--- src/rtl/mac_pkg.sv ---
// Shared types, constants and saturation helpers for the 4-lane Q2.14 MAC sequencer.
package mac_pkg;

    localparam int unsigned DATA_WIDTH = 16;
    localparam int unsigned ACC_WIDTH  = 2 * DATA_WIDTH;
    localparam int unsigned FRAC_BITS  = 14;
    localparam int unsigned LANES      = 4;

    localparam logic signed [DATA_WIDTH-1:0] Q14_MAX = {1'b0, {(DATA_WIDTH-1){1'b1}}};
    localparam logic signed [DATA_WIDTH-1:0] Q14_MIN = {1'b1, {(DATA_WIDTH-1){1'b0}}};
    localparam logic signed [ACC_WIDTH-1:0]  ACC_MAX = {1'b0, {(ACC_WIDTH-1){1'b1}}};
    localparam logic signed [ACC_WIDTH-1:0]  ACC_MIN = {1'b1, {(ACC_WIDTH-1){1'b0}}};

    // Q2.14 limits sign-extended to accumulator width for comparison.
    localparam logic signed [ACC_WIDTH-1:0] Q14_MAX_EXT = {{(ACC_WIDTH-DATA_WIDTH){1'b0}}, Q14_MAX};
    localparam logic signed [ACC_WIDTH-1:0] Q14_MIN_EXT = {{(ACC_WIDTH-DATA_WIDTH){1'b1}}, Q14_MIN};

    typedef enum logic [1:0] {
        IDLE  = 2'd0,
        FETCH = 2'd1,
        DRAIN = 2'd2,
        OUT   = 2'd3
    } seq_state_e;

    // One extra guard bit is enough: the sum of two ACC values overflows by at most one bit.
    function automatic logic signed [ACC_WIDTH-1:0] sat_acc(input logic signed [ACC_WIDTH:0] sum);
        logic signed [ACC_WIDTH-1:0] res;
        if (sum[ACC_WIDTH] != sum[ACC_WIDTH-1]) begin
            res = sum[ACC_WIDTH] ? ACC_MIN : ACC_MAX;
        end else begin
            res = sum[ACC_WIDTH-1:0];
        end
        return res;
    endfunction

    function automatic logic signed [DATA_WIDTH-1:0] sat_q14(input logic signed [ACC_WIDTH-1:0] acc);
        logic signed [DATA_WIDTH-1:0] res;
        if (acc > Q14_MAX_EXT) begin
            res = Q14_MAX;
        end else if (acc < Q14_MIN_EXT) begin
            res = Q14_MIN;
        end else begin
            res = acc[DATA_WIDTH-1:0];
        end
        return res;
    endfunction

endpackage

--- src/rtl/mac4_dot_sequencer_lane_mask.sv ---
// Lane enables for one buffer word: lane i is live when its global element index is below len.
module lane_mask
    import mac_pkg::*;
#(
    parameter int unsigned LEN_WIDTH  = 8,
    parameter int unsigned ADDR_WIDTH = 6
) (
    input  logic [ADDR_WIDTH-1:0] i_word_idx,
    input  logic [LEN_WIDTH-1:0]  i_len,
    output logic [LANES-1:0]      o_lane_en_c
);

    localparam int unsigned IDX_W =
        (((ADDR_WIDTH + 2) > LEN_WIDTH) ? (ADDR_WIDTH + 2) : LEN_WIDTH) + 1;

    logic [IDX_W-1:0] w_base;
    logic [IDX_W-1:0] w_len;

    assign w_base = IDX_W'(i_word_idx) * IDX_W'(LANES);
    assign w_len  = IDX_W'(i_len);

    always_comb begin
        o_lane_en_c = '0;
        for (int i = 0; i < int'(LANES); i++) begin
            o_lane_en_c[i] = (w_base + IDX_W'(i)) < w_len;
        end
    end

endmodule

--- src/rtl/mac4_dot_sequencer.sv ---
// Initiator for an external mac4: streams packed Q2.14 vector words, accumulates partial sums,
// and returns one saturated dot product per job. Optional bias input under MAC4_SEQ_BIAS_EN.
module mac4_dot_sequencer
    import mac_pkg::*;
#(
    parameter int unsigned LEN_WIDTH  = 8,
    parameter int unsigned ADDR_WIDTH = 6
) (
    input  logic                        clk,
    input  logic                        rst_n,
    input  logic                        start,
    input  logic [LEN_WIDTH-1:0]        len,
`ifdef MAC4_SEQ_BIAS_EN
    input  logic [DATA_WIDTH-1:0]       bias,
`endif
    output logic                        busy,
    output logic                        rd_en,
    output logic [ADDR_WIDTH-1:0]       rd_addr,
    input  logic [LANES*DATA_WIDTH-1:0] rd_data_a,
    input  logic [LANES*DATA_WIDTH-1:0] rd_data_b,
    output logic [DATA_WIDTH-1:0]       mac_a0,
    output logic [DATA_WIDTH-1:0]       mac_a1,
    output logic [DATA_WIDTH-1:0]       mac_a2,
    output logic [DATA_WIDTH-1:0]       mac_a3,
    output logic [DATA_WIDTH-1:0]       mac_b0,
    output logic [DATA_WIDTH-1:0]       mac_b1,
    output logic [DATA_WIDTH-1:0]       mac_b2,
    output logic [DATA_WIDTH-1:0]       mac_b3,
    input  logic [ACC_WIDTH-1:0]        mac_result,
    output logic                        out_valid,
    input  logic                        out_ready,
    output logic [DATA_WIDTH-1:0]       out_data,
    output logic [ACC_WIDTH-1:0]        out_acc
);

    seq_state_e r_state;
    seq_state_e w_state_nxt;

    logic [LEN_WIDTH-1:0]         r_len;
    logic [ADDR_WIDTH-1:0]        r_last_addr;
    logic                         r_busy;
    logic                         r_rd_en;
    logic [ADDR_WIDTH-1:0]        r_rd_addr;
    logic                         r_data_vld;
    logic [ADDR_WIDTH-1:0]        r_data_idx;
    logic signed [ACC_WIDTH-1:0]  r_acc;
    logic                         r_out_valid;
    logic signed [DATA_WIDTH-1:0] r_out_data;
    logic signed [ACC_WIDTH-1:0]  r_out_acc;

    logic                         w_accept;
    logic                         w_fetch_last;
    logic                         w_load_out;
    logic                         w_handshake;
    logic [LEN_WIDTH:0]           w_words;
    logic [ADDR_WIDTH-1:0]        w_last_addr;
    logic signed [ACC_WIDTH-1:0]  w_acc_init;
    logic signed [ACC_WIDTH:0]    w_sum;
    logic signed [ACC_WIDTH-1:0]  w_acc_next;
    logic [LANES-1:0]             w_lane_en;
    logic [DATA_WIDTH-1:0]        w_op_a [LANES];
    logic [DATA_WIDTH-1:0]        w_op_b [LANES];

    // Word count is ceil(len/4); one guard bit keeps len+3 from wrapping.
    assign w_words     = ({1'b0, len} + (LEN_WIDTH+1)'(3)) >> 2;
    assign w_last_addr = ADDR_WIDTH'(w_words - (LEN_WIDTH+1)'(1));

`ifdef MAC4_SEQ_BIAS_EN
    assign w_acc_init = {{(ACC_WIDTH-DATA_WIDTH){bias[DATA_WIDTH-1]}}, bias};
`else
    assign w_acc_init = '0;
`endif

    always_ff @(posedge clk or negedge rst_n) begin
        if (!rst_n) begin
            r_state <= IDLE;
        end else begin
            r_state <= w_state_nxt;
        end
    end

    always_comb begin
        w_state_nxt = r_state;
        case (r_state)
            IDLE:    if (start) w_state_nxt = (len != '0) ? FETCH : OUT;
            FETCH:   if (r_rd_addr == r_last_addr) w_state_nxt = DRAIN;
            DRAIN:   w_state_nxt = OUT;
            OUT:     if (r_out_valid && out_ready) w_state_nxt = IDLE;
            default: w_state_nxt = IDLE;
        endcase
    end

    // Output loads on the DRAIN edge, or one cycle into OUT for an empty job.
    always_comb begin
        w_accept     = 1'b0;
        w_fetch_last = 1'b0;
        w_load_out   = 1'b0;
        w_handshake  = 1'b0;
        case (r_state)
            IDLE:  w_accept     = start;
            FETCH: w_fetch_last = (r_rd_addr == r_last_addr);
            DRAIN: w_load_out   = 1'b1;
            OUT: begin
                w_load_out  = !r_out_valid;
                w_handshake = r_out_valid && out_ready;
            end
            default: ;
        endcase
    end

    always_ff @(posedge clk or negedge rst_n) begin
        if (!rst_n) begin
            r_len       <= '0;
            r_last_addr <= '0;
            r_rd_en     <= 1'b0;
            r_rd_addr   <= '0;
            r_busy      <= 1'b0;
        end else begin
            if (w_accept) begin
                r_len       <= len;
                r_last_addr <= w_last_addr;
                r_rd_en     <= (len != '0);
                r_rd_addr   <= '0;
                r_busy      <= 1'b1;
            end else if (r_state == FETCH) begin
                if (w_fetch_last) begin
                    r_rd_en <= 1'b0;
                end else begin
                    r_rd_addr <= r_rd_addr + ADDR_WIDTH'(1);
                end
            end
            if (w_handshake) begin
                r_busy <= 1'b0;
            end
        end
    end

    // Read data returns one cycle after the strobe; track which word it belongs to.
    always_ff @(posedge clk or negedge rst_n) begin
        if (!rst_n) begin
            r_data_vld <= 1'b0;
            r_data_idx <= '0;
        end else begin
            r_data_vld <= r_rd_en;
            r_data_idx <= r_rd_addr;
        end
    end

    lane_mask #(
        .LEN_WIDTH  (LEN_WIDTH),
        .ADDR_WIDTH (ADDR_WIDTH)
    ) u_lane_mask (
        .i_word_idx  (r_data_idx),
        .i_len       (r_len),
        .o_lane_en_c (w_lane_en)
    );

    always_comb begin
        for (int i = 0; i < int'(LANES); i++) begin
            w_op_a[i] = '0;
            w_op_b[i] = '0;
            if (r_data_vld && w_lane_en[i]) begin
                w_op_a[i] = rd_data_a[i*DATA_WIDTH +: DATA_WIDTH];
                w_op_b[i] = rd_data_b[i*DATA_WIDTH +: DATA_WIDTH];
            end
        end
    end

    assign mac_a0 = w_op_a[0];
    assign mac_a1 = w_op_a[1];
    assign mac_a2 = w_op_a[2];
    assign mac_a3 = w_op_a[3];
    assign mac_b0 = w_op_b[0];
    assign mac_b1 = w_op_b[1];
    assign mac_b2 = w_op_b[2];
    assign mac_b3 = w_op_b[3];

    always_comb begin
        w_sum      = {r_acc[ACC_WIDTH-1], r_acc} + {mac_result[ACC_WIDTH-1], mac_result};
        w_acc_next = r_data_vld ? sat_acc(w_sum) : r_acc;
    end

    always_ff @(posedge clk or negedge rst_n) begin
        if (!rst_n) begin
            r_acc <= '0;
        end else if (w_accept) begin
            r_acc <= w_acc_init;
        end else if (r_data_vld) begin
            r_acc <= w_acc_next;
        end
    end

    // Result registers are frozen while waiting for the consumer.
    always_ff @(posedge clk or negedge rst_n) begin
        if (!rst_n) begin
            r_out_valid <= 1'b0;
            r_out_data  <= '0;
            r_out_acc   <= '0;
        end else if (w_load_out) begin
            r_out_valid <= 1'b1;
            r_out_data  <= sat_q14(w_acc_next);
            r_out_acc   <= w_acc_next;
        end else if (w_handshake) begin
            r_out_valid <= 1'b0;
        end
    end

    assign busy      = r_busy;
    assign rd_en     = r_rd_en;
    assign rd_addr   = r_rd_addr;
    assign out_valid = r_out_valid;
    assign out_data  = r_out_data;
    assign out_acc   = r_out_acc;

endmodule
--- config.mk ---
export PLATFORM = sky130hd
export DESIGN_NAME = mac4_dot_sequencer
export DESIGN_NICKNAME = d
export VERILOG_FILES = /design/src/rtl/mac_pkg.sv /design/src/rtl/mac4_dot_sequencer_lane_mask.sv /design/src/rtl/mac4_dot_sequencer.sv
export SDC_FILE = /design/constraint.sdc
export NUM_CORES = 1
export LEC_CHECK = 0
export ABC_AREA = 1
export CORE_MARGIN = 2
export CORE_UTILIZATION = 35
export CTS_BUF_LIST = sky130_fd_sc_hd__clkbuf_4 sky130_fd_sc_hd__clkbuf_8
export CTS_CLUSTER_DIAMETER = 40
export CTS_CLUSTER_SIZE = 20
export DETAILED_ROUTE_END_ITERATION = 10
export PLACE_DENSITY = 0.72
export REMOVE_ABC_BUFFERS = 1
export SLEW_MARGIN = 20
export SYNTH_ARGS = -nofsm -noshare
export SYNTH_HDL_FRONTEND = slang
export SYNTH_HIERARCHICAL = 1
export SYNTH_SLANG_ARGS = --single-unit
--- constraint.sdc ---
create_clock -name clk -period 3.9 [get_ports clk]
set_clock_uncertainty 0.15 [all_clocks]
set_input_delay 0.585 -clock clk [delete_from_list [all_inputs] [get_ports clk]]
set_output_delay 0.585 -clock clk [all_outputs]
set_load 0.05 [all_outputs]
Word level (Yosys, flattened, before mapping)
Index checks and enable logic that the tools add are counted.

Output and inout port bits: 185. Input bits: 172. Register bits after elaboration: 112.

Muxes and demuxes: 34. Eq/ne operators: 9. Add/subtract/negate cells: 7. Reductions and logical operators: 16. Order comparisons: 6.

Operator list (number): 16-bit two-way mux (10); 32-bit two-way mux (5); 32-bit by 32-bit adder with 33-bit output (1); 32-bit by 16-bit > comparator with 1-bit output, second input constant (1); 32-bit by 16-bit less-than comparator with 1-bit output, second input constant (1); 9-bit by 8-bit less-than comparator with 1-bit output (3); 8-bit by 2-bit adder with 9-bit output, second input constant (2); 6-bit two-way mux (3); 1-bit two-way mux (10); 2-bit nonzero test (5); 8-bit by 1-bit adder with 9-bit output, second input constant (1); 8-bit by 2-bit adder with 8-bit output, second input constant (1); 8-bit less-than comparator (1); 2-bit two-way mux (4); 2-bit != test, second input constant (4); 2-bit case mux with 4 select lines (1); 8-bit nonzero test (1); 6-bit by 1-bit adder with 6-bit output, second input constant (1); 6-bit == test (1); 6-bit by 1-bit subtractor with 6-bit output, second input constant (1); 1-bit logical AND (5); 2-bit == test, second input constant (2); 2-bit AND reduction (2); 3-bit AND reduction (1); other kinds (5) (5).

Logic depth before layout (Yosys ltp)
Gate-level depths: netlist of run 1.

Word-level depth: 7. Mapped depth: 25.

By module
Netlist of run 1, hierarchy kept.

By module, submodules not included: mac4_dot_sequencer (times used 1, cells each 1302, seq. area each 2802.7 um^2, area an instance 8265.4 um^2); lane_mask (times used 1, cells each 48, seq. area each 0.0 um^2, area an instance 272.8 um^2).

Least setup slack after synthesis of run 1
No wires, ideal clock.

Path kind: input to register. From: input mac_result[0]. To: register r_out_data[5] (netlist: out_data[5]). Cell stages on the path: 24. Data arrival time: 2996 ps. Setup time: 121 ps. Setup slack: 633 ps. Required time: 3629 ps. Cell sequence: ha_1 > fa_1 > nand3_1 > nand3_2 > nand2_1 > nand2_2 > nand2_1 > nand2_2 > nand2_2 > nand2_1 > nand2_1 > nand2_2 > nand2_4 > buf_6 > nand3_2 > nand2_1 > nand2_1 > nor2_1 > nand3_1 > nor2_2 > nand2_2 > buf_6 > a21oi_1 > nand2_1.

Word-level cells in the longest chain between the ends: 7.

Ends and longest elaborated chain: from (decl) (RTL line mac4_dot_sequencer.sv:29) `input logic [ACC_WIDTH-1:0] mac_result,`; 32-bit by 32-bit adder with 33-bit output * (RTL line mac4_dot_sequencer.sv:179) `w_sum = {r_acc[ACC_WIDTH-1], r_acc} + {mac_result[ACC_WIDTH-1], mac_result};`; 32-bit two-way mux / 1-bit != test (equally long branches) (RTL line mac_pkg.sv:29, mac_pkg.sv:28); 32-bit two-way mux * (RTL line mac_pkg.sv:28) `if (sum[ACC_WIDTH] != sum[ACC_WIDTH-1]) begin`; 32-bit two-way mux * (RTL line mac4_dot_sequencer.sv:180) `w_acc_next = r_data_vld ? sat_acc(w_sum) : r_acc;`; 32-bit by 16-bit less-than comparator with 1-bit output (RTL line mac_pkg.sv:40) `end else if (acc < Q14_MIN_EXT) begin`; 16-bit two-way mux (RTL line mac_pkg.sv:40); 16-bit two-way mux * (RTL line mac_pkg.sv:38) `if (acc > Q14_MAX_EXT) begin`; to (signal assigned) (RTL line mac4_dot_sequencer.sv:201) `r_out_data <= sat_q14(w_acc_next);`; to (decl) (RTL line mac4_dot_sequencer.sv:48) `logic signed [DATA_WIDTH-1:0] r_out_data;`.

Mark *: on every way between the ends. The rest lies on a longest branch, timed or not. A chain may end at the register's enable or synchronous reset.

Final worst setup path of run 1
From: register r_data_idx[2]. To: output mac_a2[7].

Word-level cells in the longest chain between the ends: 4.

Ends and longest elaborated chain: from (decl) (RTL line mac4_dot_sequencer.sv:45) `logic [ADDR_WIDTH-1:0] r_data_idx;`; from (signal assigned) (RTL line mac4_dot_sequencer.sv:145) `r_data_idx <= r_rd_addr;`; 8-bit by 2-bit adder with 9-bit output (RTL line mac4_dot_sequencer_lane_mask.sv:25) `o_lane_en_c[i] = (w_base + IDX_W'(i)) < w_len;`; 9-bit by 8-bit less-than comparator with 1-bit output (RTL line mac4_dot_sequencer_lane_mask.sv:25); named net w_lane_en[2] (RTL line mac4_dot_sequencer.sv:60) `logic [LANES-1:0] w_lane_en;`; 1-bit logical AND (RTL line mac4_dot_sequencer.sv:162) `if (r_data_vld && w_lane_en[i]) begin`; 16-bit two-way mux (RTL line mac4_dot_sequencer.sv:162); to (decl) (RTL line mac4_dot_sequencer.sv:23) `output logic [DATA_WIDTH-1:0] mac_a2,`.

The timed path passes the listed nets, and every way through them passes these cells.

==> results of run 1 <==
-- registers in the layout, indices dropped and copies added (netlist names) --
name,cells
out_acc,32
r_last_addr,6
r_state,2
out_data,16
rd_addr,6
r_data_vld,1
busy,1
r_data_idx,6
r_len,8
out_valid,1
rd_en,1
r_acc,32
-- synthesized netlist by cell type, drive strengths merged, types with 2 or more instances --
master	number	area (sq um)
dfrtp	112	2800
buf	6	61.3
o21bai	10	78.8
or2	8	50.1
nand4	10	62.6
nand3b	3	22.5
nand3	49	255
nor3	13	65.1
a31oi	4	25.0
inv	253	950
a21oi	62	344
o21ai	67	335
nor2	268	1010
clkinv	2	7.51
nor3b	2	20.0
ha	46	576
xor2	25	219
xnor2	3	26.3
clkbuf	33	124
nand2	363	1410
a21o	3	22.5
-- critical path, delay by kind of cell (launching register included) --
kind	cells	cell delay (ps)
AO/OA/AOI/OAI	1	180
adder cells (fa/ha/maj)	1	330
buffers and inverters	1	830
flip-flops	1	410
AND/OR/NAND/NOR	6	860
-- final cells by class --
cell class	count	area, sq um
antenna	2	5.00
clock buffer	13	173
clock inverter	3	23.8
fill	2444	11300
inverter	255	957
multi-input combinational	948	4680
sequential	112	2800
tap	324	405
timing repair buffer	404	3770
-- per-stage QoR --
stage | setup TNS (ps) | instances
3_3_place_gp | -525 | 2038
6_report | 0 | 2061
5_1_grt | -80.6 | 2060
3_5_place_dp | -1940 | 2038
2_1_floorplan | -10870 | 1311
4_1_cts | 0 | 2054
-- how the worst max path moves through the flow --
stage / cells past startpoint / startpoint / end
after floorplan: 5 / out_valid$_DFFE_PN0P_ / out_data[0]$_DFFE_PN0P_
after global placement: 19 / mac_result[22] / out_data[14]$_DFFE_PN0P_
after detailed placement: 23 / mac_result[0] / out_data[6]$_DFFE_PN0P_
after CTS: 9 / r_data_idx[2]$_DFF_PN0_ / mac_a2[0]
after global routing: 23 / mac_result[0] / out_data[2]$_DFFE_PN0P_
final: 9 / r_data_idx[2]$_DFF_PN0_ / mac_a2[7]
-- cells by family (layout without fill, tap and decap cells) --
group	count (synthesis)	in the layout
AOI/OAI and AO/OA	149	150
and+or+nand+nor	719	722
DFF	112	112
other	0	2
buffers and inverters	294	675
muxes	1	1
xor gates and xnor gates	28	28
adders and majority gates	47	47
-- per-layer routing --
metal	global-route usage [%]	up-vias
met3	7.38	50
met5	0	-
met2	48.0	410
met1	43.7	4658
met4	11.3	2
li1	-	4848
-- repair_timing --
action	4_1_cts	5_1_grt
setup buffers	0	1
setup endpoints to repair	0	22
gates resized for setup	0	15
==> results.txt, run 1 <==
clock slew at reported path FFs: 110 ps
clock tree root driver cell: clkbuf_8
clk sinks: 112
mean number of vias per cell: 4.84
first-pass GRT wire length: 59.8 mm
GR Overflow Total: 0
post-synthesis mux area share: 0.117%
largest family of logic cells by synthesized area: simple AND/OR/NAND/NOR gates
FF-to-FF Start: r_acc[0]$_DFFE_PN0P_
Placed Instance Area: 0.0125 sq mm
Syn. warnings: 6
Die Span Y: 160 microns
most frequent standard cell in the layout excluding fill and tap cells: nand2_1
count of pins over their slew limit: 0
Main synth FF type: dfrtp_1
Post-Syn Instances: 1350
RSZ-0062 raised after global routing: true
R2R setup slack: 540 ps
via count: 9968
top sig layer: met5
CP Launch Type: flop
final setup fails: 0
Initial Util: 35.4%
crit path capture type: primary output
critical-path cell list: ha_1 > a21oi_1 > nand2_1 > nand2_1 > nand2_1 > nor2_1 > nand2_1 > nor2_1 > clkdlybuf4s50_1
Worst-Margin Slew: 877 ps
post-synthesis xor/xnor area fraction: 2.87%
Max Cap Violations: 0
cell at the slowest stage of the critical path: clkdlybuf4s50_1
count of cell types in the netlist: 39
CP required: 3160 ps
Max H-tree Level: 3
Core Footprint: 0.0241 sq mm
residual DRC count: 0
fin area: 0.0128 sq mm
max_slew headroom: 41.4%
largest net degree at the start of global routing: 113
met1 wire length: 18.3 mm
Hold Slack: 142 ps
Compound-Gate Fraction of Synth Area: 9.72%
final core utilization: 53.2%
fmax: 268 MHz
Num CTS Buffers: 9
commonest non-fill, non-tap cells in the layout: nand2_1 (347), nor2_1 (265), clkdlybuf4s50_1 (255), inv_1 (252), buf_4 (137)
maximum net fanout on the critical path: 16
row count: 57
Met2 Wirelength: 18.2 mm
worst-case clock buffer depth: 2
max incr delay on CP: 830 ps
Simple-Gate Fraction of Synth Area: 34.1%
Final ANT Viol Nets: 0
#FFs+latches synth: 112
Reg2Reg Depth: 22
Clk Latency, worst-skew pair: 370 ps
share of cells above drive strength 1: 11.7%
post-synthesis adder-cell area fraction: 6.98%
DR pass1 iterations: 5
crit share post-route: 95.5%
Final Hold Viols: 0
DP HPWL: 35.0 mm
number of DRC markers in iteration 0: 1038
crit-path most repeated cell: nand2_1
hold crit path type: input pin to async pin
chip width: 160 microns
reg-to-reg endpoint: out_data[13]$_DFFE_PN0P_
Worst EP arrival: 2990 ps
sequential element share of the synthesized area: 32.8%
WL met3: 3.39 mm
syn_area_per_cell: 6.32 sq um
Setup WS post-layout: 174 ps
outcome: finished, final reports clean
I/O pin cnt: 357
final wirelength: 41.4 mm
GRT Util Overall: 31.5%
pre-CTS setup slack: -151 ps
Setup CP Type: flop to primary output
Synth Cell Area: 0.00854 sq mm
routed len/inst: 20.1 microns
vias in the first global route: 9186
area delta synth->final: 50.1%
Placer Congestion: 1.02
minimum clock period: 3730 ps
overall die area: 0.0257 sq mm
Nets: 1949
CTS tree: built
hold_buf cts: 0
EDFF count, synth: 0
ys async rst share: 100%
antenna violations before repair: 3
Port Buf Inserts: 356
Power of run 1 is left out: the tool's default activity adds up to more than one toggle a clock period on the data nets, which glitch-free logic cannot reach.
==> inputs of run 2 (changes only) <==
- SETUP_SLACK_MARGIN: not set -> 0.15
==> run 2 against run 1 <==
- final area rose by 1.8%
- setup slack improved by 130 ps
- non-clock buffer count rose by 3
- critical path type unchanged
- via count rose by 1.1%
- first-iteration DRC count fell by 6.2%
- utilization rose by 0.98 points
- critical path depth did not move
==> results.txt, run 2 (synthesis gave the netlist of run 1 again) <==
outcome: finished, final reports clean (unchanged)
mean number of vias per cell: 4.88 (was 4.84)
Hold Slack: 126 ps (was 142 ps)
share of cells above drive strength 1: 13.7% (was 11.7%)
clock tree root driver cell: clkbuf_8 (unchanged)
overall die area: 0.0257 sq mm (unchanged)
number of buffers and inverters on the critical path: 1 (unchanged)
number of DRC markers in iteration 0: 974 (was 1038)
chip width: 160 microns (unchanged)
minimum clock period: 3600 ps (was 3730 ps)
most frequent standard cell in the layout excluding fill and tap cells: nand2_1 (unchanged)
vias in the first global route: 9186 (unchanged)
first-pass GRT wire length: 59.8 mm (unchanged)
RSZ-0062 raised after global routing: true (unchanged)
max incr delay on CP: 570 ps (was 830 ps)
crit path capture type: primary output (unchanged)
worst-case clock buffer depth: 2 (unchanged)
Max Cap Violations: 0 (unchanged)
cell at the slowest stage of the critical path: dlygate4sd2_1 (was clkdlybuf4s50_1)
count of pins over their slew limit: 0 (unchanged)
Nets: 1954 (was 1949)
Port Buf Inserts: 356 (unchanged)
row count: 57 (unchanged)
Worst EP arrival: 2860 ps (was 2990 ps)
Core Footprint: 0.0241 sq mm (unchanged)
area delta synth->final: 52.9% (was 50.1%)
Placer Congestion: 1.02 (unchanged)
area of the multi-input gates: 0.00489 sq mm (was 0.00468 sq mm)
clock slew at reported path FFs: 110 ps (about the same)
crit share post-route: 92.2% (was 95.5%)
largest net degree at the start of global routing: 113 (unchanged)
Layout Cells excl Fill: 2065 (was 2061)
DP HPWL: 35.0 mm (unchanged)
crit-path most repeated cell: nand2_1 (unchanged)
I/O pin cnt: 357 (unchanged)
GRT Util Overall: 31.5% (unchanged)
via count: 10100 (was 9968)
CP Launch Type: flop (unchanged)
clk sinks: 112 (unchanged)
Filler cells: 2418 (was 2444)
CTS tree: built (unchanged)
Final Hold Viols: 0 (unchanged)
crit-path leading delay family: simple AND/OR/NAND/NOR gates (unchanged)
DR pass1 iterations: 5 (unchanged)
fmax: 278 MHz (was 268 MHz)
Initial Util: 35.4% (unchanged)
Clk Latency, worst-skew pair: 370 ps (about the same)
final setup fails: 0 (unchanged)
Die Span Y: 160 microns (unchanged)
CP required: 3160 ps (about the same)
commonest non-fill, non-tap cells in the layout: nand2_1 (342), nor2_1 (262), inv_1 (252), clkdlybuf4s50_1 (248), buf_4 (140) (was nand2_1 (347), nor2_1 (265), clkdlybuf4s50_1 (255), inv_1 (252), buf_4 (137))
hold_buf cts: 0 (unchanged)
maximum net fanout on the critical path: 16 (unchanged)
Num CTS Buffers: 9 (unchanged)
Worst-Margin Slew: 876 ps (was 877 ps)
routed len/inst: 20.2 microns (was 20.1 microns)
final wirelength: 41.7 mm (was 41.4 mm)
GR Overflow Total: 0 (unchanged)
critical-path cell list: ha_1 > a21oi_1 > nand2_1 > nand2_1 > nand2_1 > nor2_1 > nand2_1 > nor2_1 > dlygate4sd2_1 (was ha_1 > a21oi_1 > nand2_1 > nand2_1 > nand2_1 > nor2_1 > nand2_1 > nor2_1 > clkdlybuf4s50_1)
hold crit path type: input pin to async pin (unchanged)
Setup CP Type: flop to primary output (unchanged)
dpl cells: 2038 (unchanged)
Final ANT Viol Nets: 0 (unchanged)
residual DRC count: 0 (unchanged)
Max H-tree Level: 3 (unchanged)
Reg area: 0.00280 sq mm (unchanged)
antenna violations before repair: 3 (unchanged)
max_slew headroom: 41.5% (was 41.4%)
## run 2: final timing paths
path | startpoint | to | slack (ps) | depth (start not counted)
max reg2reg | r_acc[17]$_DFFE_PN0P_ | out_data[8]$_DFFE_PN0P_ | 610 | 19
min | rst_n | out_acc[1]$_DFFE_PN0P_ | 130 | 2
max in group asynchronous | rst_n | r_len[7]$_DFFE_PN0P_ | 3020 | 2
max | r_data_idx[2]$_DFF_PN0_ | mac_a2[0] | 300 | 9
min in group clk | rd_en$_DFFE_PN0P_ | r_data_vld$_DFF_PN0_ | 340 | 0
min reg2reg | rd_en$_DFFE_PN0P_ | r_data_vld$_DFF_PN0_ | 340 | 0
## run 2: worst register-to-register path, cell delays in order (launching register included)
cell     delay [ps]
dfrtp_1         460
ha_4            320
nand2_1         120
nor2_2          180
nand2_1         110
nor3b_2         250
nand2_2         100
nand2_1         100
nand2_1          70
nand2_2         130
a21oi_2          70
buf_4           170
nand2_1         110
nand2_1          80
nor2_1          100
nand3_1         130
nor2_4          190
nand2_4         140
a21oi_1         170
nand2_1          60
## run 2: what timing repair did
item                                    4_1_cts  5_1_grt
cloned                                        0        6
pin swaps                                     0       12
buffers inserted                              0        4
endpoints found under the setup margin        3       40
endpoints found under the hold margin         0        0
resized for setup                             3       57
## run 2: cell type report
class                   instances  area share, %
well taps                     324           3.11
flip-flops and latches        112           21.5
repair buffers                407           29.1
clock buffers                  13           1.32
clock inverters                 3          0.182
multi-input cells             950           37.5
diodes                          1         0.0192
inverters                     255           7.33
## run 2: metrics by stage
stage                     TNS (ps)  worst slack, ps  util, %  instance area (sq um)
final                            0              305     54.1                  13100
after detailed placement     -1940             -151     51.9                  12500
after floorplan             -10870             -590        -                   8350
after CTS                        0              163     52.7                  12700
after global placement        -525            -51.5     51.9                  12500
after global routing             0              119     54.1                  13100
## run 2: routing by layer
metal / up-vias / GRT usage (%) / routed length (microns)
met1: 4708 / 43.7 / 18000
met3: 53 / 7.38 / 3790
met2: 447 / 48.0 / 18400
li1: 4866 / - / -
met5: - / 0 / 13
met4: 2 / 11.3 / 1490
Power of run 2 is left out for the same reason.
==> inputs of run 3 (changes only) <==
- CTS_CLUSTER_DIAMETER: 40 -> 120
- CTS_CLUSTER_SIZE: 20 -> 14
==> results of run 3 <==
Final layout, timing and power as in run 2 (identical DEF).
Power of run 3 is left out for the same reason.
